File: config.mk
export PLATFORM = sky130hd
export DESIGN_NAME = dma_bus_arbiter
export DESIGN_NICKNAME = d
export VERILOG_FILES = /design/src/rtl/dma_bus_arbiter.sv
export SDC_FILE = /design/constraint.sdc
export NUM_CORES = 1
export LEC_CHECK = 0
export ABC_AREA = 1
export CAP_MARGIN = 10
export CORE_MARGIN = 1
export CORE_UTILIZATION = 30
export DETAILED_ROUTE_END_ITERATION = 7
export PLACE_DENSITY_LB_ADDON = 0.25
export SLEW_MARGIN = 25
export SYNTH_ARGS = -nofsm -noshare
export SYNTH_HDL_FRONTEND = slang
export SYNTH_SLANG_ARGS = --single-unit
File: constraint.sdc
create_clock -name Clk -period 1.3 [get_ports Clk]
set_clock_uncertainty 0.05 [all_clocks]
set_input_delay 0.13 -clock Clk [delete_from_list [all_inputs] [get_ports Clk]]
set_output_delay 0.13 -clock Clk [all_outputs]
set_load 0.02 [all_outputs]
File: src/rtl/dma_bus_arbiter.sv
// rtl/dma_bus_arbiter.sv - round-robin DMA bus arbiter with CPU handshake and hold limit
//
// Purpose: arbitrates the DMA RX and DMA TX engines for the shared 8-bit system bus,
// requests the bus from the CPU (Dma_Req/Dma_Ack), grants one engine at a time,
// muxes that engine's RAM strobes onto the bus, and caps each grant at MAX_HOLD cycles.
//
// Ports:
//   Clk, Rst                          clock, synchronous active-high reset
//   Rx_Bus_req / Rx_Bus_grant         RX engine request / grant
//   Rx_Address, Rx_Databus, Rx_Cs,
//   Rx_Wena, Rx_Dma_End               RX engine RAM write strobes and end pulse
//   Tx_Bus_req / Tx_Bus_grant         TX engine request / grant
//   Tx_Address, Tx_Cs, Tx_Oen,
//   Tx_Dma_End                        TX engine RAM read strobes and end pulse
//   Dma_Req / Dma_Ack                 bus handshake with the CPU
//   Address, Databus, Cs, Wena, Oen   system bus
//   Rx_Irq, Tx_Irq                    one-cycle transfer-complete pulses
//   Timeout_Err, Err_Clr              sticky hold-limit flag and its clear

module dma_bus_arbiter #(
    parameter int MAX_HOLD = 64,
    parameter int HOLD_W   = 8
) (
    input  logic        Clk,
    input  logic        Rst,
    input  logic        Rx_Bus_req,
    output logic        Rx_Bus_grant,
    input  logic [7:0]  Rx_Address,
    input  logic [7:0]  Rx_Databus,
    input  logic        Rx_Cs,
    input  logic        Rx_Wena,
    input  logic        Rx_Dma_End,
    input  logic        Tx_Bus_req,
    output logic        Tx_Bus_grant,
    input  logic [7:0]  Tx_Address,
    input  logic        Tx_Cs,
    input  logic        Tx_Oen,
    input  logic        Tx_Dma_End,
    output logic        Dma_Req,
    input  logic        Dma_Ack,
    output logic [7:0]  Address,
    output logic [7:0]  Databus,
    output logic        Cs,
    output logic        Wena,
    output logic        Oen,
    output logic        Rx_Irq,
    output logic        Tx_Irq,
    output logic        Timeout_Err,
    input  logic        Err_Clr
);

    typedef enum logic [2:0] {
        S_IDLE,
        S_REQ_CPU,
        S_GRANT_RX,
        S_GRANT_TX,
        S_RELEASE
    } state_t;

    localparam logic [HOLD_W-1:0] HOLD_LAST = HOLD_W'(MAX_HOLD - 1);

    state_t              state, state_nxt;
    logic                last_tx, last_tx_nxt;   // 1: TX was served last
    logic [HOLD_W-1:0]   hold_cnt, hold_cnt_nxt;
    logic                rx_irq_q, tx_irq_q, err_q;
    logic                timeout_set;
    logic                rx_wins;
    logic                g_req, g_end, hold_hit;

    // RX wins when it is alone, or when both request and TX was served last.
    assign rx_wins  = Rx_Bus_req && (!Tx_Bus_req || last_tx);
    assign g_req    = (state == S_GRANT_TX) ? Tx_Bus_req : Rx_Bus_req;
    assign g_end    = (state == S_GRANT_TX) ? Tx_Dma_End : Rx_Dma_End;
    assign hold_hit = (hold_cnt == HOLD_LAST);

    always_comb begin
        state_nxt    = state;
        last_tx_nxt  = last_tx;
        hold_cnt_nxt = hold_cnt;
        timeout_set  = 1'b0;
        case (state)
            S_IDLE: begin
                if (Rx_Bus_req || Tx_Bus_req)
                    state_nxt = S_REQ_CPU;
            end
            S_REQ_CPU: begin
                hold_cnt_nxt = '0;
                if (Dma_Ack) begin
                    if (rx_wins)
                        state_nxt = S_GRANT_RX;
                    else if (Tx_Bus_req)
                        state_nxt = S_GRANT_TX;
                    else
                        state_nxt = S_RELEASE;
                end
            end
            S_GRANT_RX, S_GRANT_TX: begin
                hold_cnt_nxt = hold_cnt + 1'b1;
                if (!g_req || g_end || !Dma_Ack || hold_hit) begin
                    state_nxt    = S_RELEASE;
                    last_tx_nxt  = (state == S_GRANT_TX);
                    hold_cnt_nxt = '0;
                    // Only a grant that would otherwise have continued counts as a timeout.
                    timeout_set  = hold_hit && g_req && !g_end && Dma_Ack;
                end
            end
            S_RELEASE: begin
                state_nxt = S_IDLE;
            end
            default: begin
                state_nxt = S_IDLE;
            end
        endcase
    end

    always_ff @(posedge Clk) begin
        if (Rst) begin
            state    <= S_IDLE;
            last_tx  <= 1'b1;
            hold_cnt <= '0;
            rx_irq_q <= 1'b0;
            tx_irq_q <= 1'b0;
            err_q    <= 1'b0;
        end else begin
            state    <= state_nxt;
            last_tx  <= last_tx_nxt;
            hold_cnt <= hold_cnt_nxt;
            rx_irq_q <= (state == S_GRANT_RX) && Rx_Dma_End;
            tx_irq_q <= (state == S_GRANT_TX) && Tx_Dma_End;
            // A new timeout takes priority over a simultaneous clear.
            err_q    <= timeout_set || (err_q && !Err_Clr);
        end
    end

    assign Dma_Req      = (state == S_REQ_CPU) || (state == S_GRANT_RX) || (state == S_GRANT_TX);
    assign Rx_Bus_grant = (state == S_GRANT_RX);
    assign Tx_Bus_grant = (state == S_GRANT_TX);
    assign Rx_Irq       = rx_irq_q;
    assign Tx_Irq       = tx_irq_q;
    assign Timeout_Err  = err_q;

    // Only the granted engine's strobes reach the bus; everything else reads as 0.
    always_comb begin
        Address = 8'h00;
        Databus = 8'h00;
        Cs      = 1'b0;
        Wena    = 1'b0;
        Oen     = 1'b0;
        if (state == S_GRANT_RX) begin
            Address = Rx_Address;
            Databus = Rx_Databus;
            Cs      = Rx_Cs;
            Wena    = Rx_Wena;
        end else if (state == S_GRANT_TX) begin
            Address = Tx_Address;
            Cs      = Tx_Cs;
            Oen     = Tx_Oen;
        end
    end

endmodule
==> metrics.yaml <==
global_routing:
  grt_antenna_before_repair: 0
  grtUsageMet1_pct: 24.93
  use_met2_pct: 44.16
  grt_most_used_layer: "met2"
  grt_use_total_pct: 23.60
  grt_max_degree: 11
  first_global_vias: 1439
  grt_pass1_wl_um: 6147
  use_met3_pct: 6.813
  overflow: 0
cts:
  cts.sinks: 15
  cts_tree: "done"
  clk_latency_ns: 0.29
  postCtsHoldBufs: 0
  cts-root-buf: "clkbuf_4"
  clk_path_buf_depth: 2
  clk_pin_slew_ns: 0.10
  h-tree-depth: 1
  cts_buffers: 3
pwr:
  peakVddDrop_mv: 0.7750
  power.density_nw_per_um2: 1435
  p_total_w: 0.003367
  p_leak_nw: 1.033
timing:
  finalSetupViolCount: 35
  max_freq_mhz: 602.8
  min_period_ns: 1.659
  relSlewSlack_pct: 77.81
  timing_max_transition_violations_final: 0
  finalCritPeriodShare_pct: 127.6
  grt_setup_unrepaired: "yes"
  setup_slack_ns: -0.3588
  finalHoldViolations: 0
  finalSetupTns_ns: -8.422
  hold_slack_ns: 0.3848
  tightest_slew_ns: 0.3304
hold_path:
  hp-class: "input port to register"
  worstHoldStart: "Rx_Dma_End"
  min_to: "Rx_Irq"
  whs_path_depth: 3
placement:
  port_buffers: 60
  dpl_cell_area_sq_um: 1912
  post-dp-hpwl_um: 2565
  finalWeightedCongestion: 0.9383
  dpl_worst_slack_ns: -0.4489
critical_path:
  crit_type: "register to output port"
  reg2reg_slack_ns: -0.26
  cp_max_fo: 5
  reg2reg_depth: 9
  reg2reg_to: "state[1]"
  crit_path_end_kind: "output port"
  cp_data_arrival_time_ns: 1.48
  critPathLaunchType: "register"
  reg2reg_from: "state[1]"
  crit_required_ns: 1.12
floorplanning:
  die_y_um: 58.78
  coreArea_sq_um: 3053
  die_area_sq_um: 3455
  rows: 20
  dieWidth_um: 58.78
  initial_utilization_pct: 31.68
  io_pins: 61
cells_and_area:
  design_area_sq_um: 2347
  drive_above_1_share_pct: 51.65
  diodes: 0
  syn_to_final_growth_pct: 142.7
  nets: 280
route:
  drt_wl_total_um: 4395
  drt_iter0_markers: 74
  vias: 1402
  first_pass_iters: 4
  ant_nets: 0
  via_per_inst: 4.902
  wl_per_cell_um: 15.37
  drc_errors: 0
synthesis:
  ys_seq_elements: 15
  synth_area_sq_um: 967.2
  synth_nets: 182
  syn_avg_cell_area_sq_um: 6.670
  synth_top_area_share_pct: 31.05
  yosysTopAreaCell: "dfxtp_1"
  synth_area_leaders: "dfxtp_1 (31%), nor2_1 (12%), inv_1 (9.3%), nand2_1 (8.5%), a22o_1 (8.2%)"
  yosysSeqAreaShare_pct: 31.05
  ys_types: 25
  syn-instance-count: 145
  yosys_warnings: 0
outcome:
  violations: "setup timing"
  status: "finished with violations"
run:
  drv_cap: 0
-- cell usage in the layout, fill, tap and decap left out, types with 3 or more instances in the layout --
cell type | netlist | routed
dfxtp_2 | 0 | 3
clkdlybuf4s50_1 | 0 | 35
nor2_2 | 0 | 6
buf_6 | 0 | 30
inv_1 | 24 | 22
buf_4 | 1 | 21
clkbuf_4 | 0 | 3
a21oi_2 | 1 | 3
nand2_1 | 22 | 17
inv_2 | 4 | 3
nor2_1 | 31 | 12
dfxtp_1 | 15 | 10
dlygate4sd2_1 | 0 | 3
nand2_4 | 1 | 3
nor2_4 | 1 | 14
buf_12 | 0 | 3
a22o_4 | 0 | 9
nand4_1 | 5 | 5
nand2_2 | 3 | 6
-- metrics by stage --
stage	instances	utilization (%)
3_5_place_dp	269	62.62
6_report	286	76.89
2_1_floorplan	145	-
5_1_grt	286	76.89
4_1_cts	284	71.93
3_3_place_gp	269	62.62
-- layer usage --
metal / wire length (um) / vias up / share of wire (%)
li1: - / 657 / -
met1: 1574 / 680 / 36
met2: 2466 / 54 / 56
met3: 278 / 11 / 6.3
met4: 77 / 0 / 1.8
met5: 0 / - / 0
-- synth_stat cells, drive strengths merged --
| library cell | count |
|---|---|
| a31oi | 2 |
| nand2 | 26 |
| nor2 | 32 |
| a22o | 9 |
| a21oi | 6 |
| o21ai | 3 |
| nand3 | 6 |
| inv | 28 |
| ha | 1 |
| dfxtp | 15 |
| nand4 | 6 |
| nor3 | 4 |
| clkbuf | 1 |
| xor2 | 3 |
| buf | 1 |
| o21bai | 2 |
-- kinds of logic after synthesis --
logic type | share of synthesized area, %
compound gates | 16.43
simple gates | 36.48
xor+xnor | 2.717
flops | 31.05
buf+inv | 12.03
fa+ha+maj | 1.293
-- what timing repair did --
action                                  CTS  global route
buffers inserted                          9             5
gates cloned                              2             0
endpoints found under the setup margin   38            36
hold endpoints to repair                  0             0
pin swaps                                14            19
resized for setup                       164            40
-- critical path, stage by stage (launching register included) --
cell and delay (ns):
dfxtp_2 0.35, inv_2 0.08, nor2_4 0.05, inv_2 0.07, nor2_4 0.04, buf_4 0.13
buf_12 0.13, a22o_4 0.21, buf_6 0.13
-- worst max path at each step --
stage                         from         end  cells after the start
after global routing      state[1]          Cs                      8
after detailed placement  state[2]  Address[0]                      6
after CTS                 state[1]  Address[6]                      8
after global placement    state[2]  Address[0]                      6
final                     state[1]  Address[1]                      8
after floorplan           state[2]  Address[0]                      5
-- final cells by class --
type | count | area, sq um
repair buffers | 95 | 989.7
multi-input cells | 100 | 847.1
fillers | 202 | 705.7
flip-flops and latches | 15 | 311.5
inverters | 28 | 117.6
well taps | 44 | 55.05
clock buffers | 4 | 26.28
-- power breakdown --
group	internal [W]	switching, W	total [W]
Clock	0.000119	0.000165	0.000284
Combinational	0.00127	0.00123	0.00249
Sequential	0.000526	0.0000625	0.000588
-- registers in the layout (all words and copies together), names as in the netlist --
name / count
Timeout_Err: 1
Tx_Irq: 1
state: 3
hold_cnt: 8
Rx_Irq: 1
last_tx: 1
Note: power is estimated with default switching activity, not from simulation.
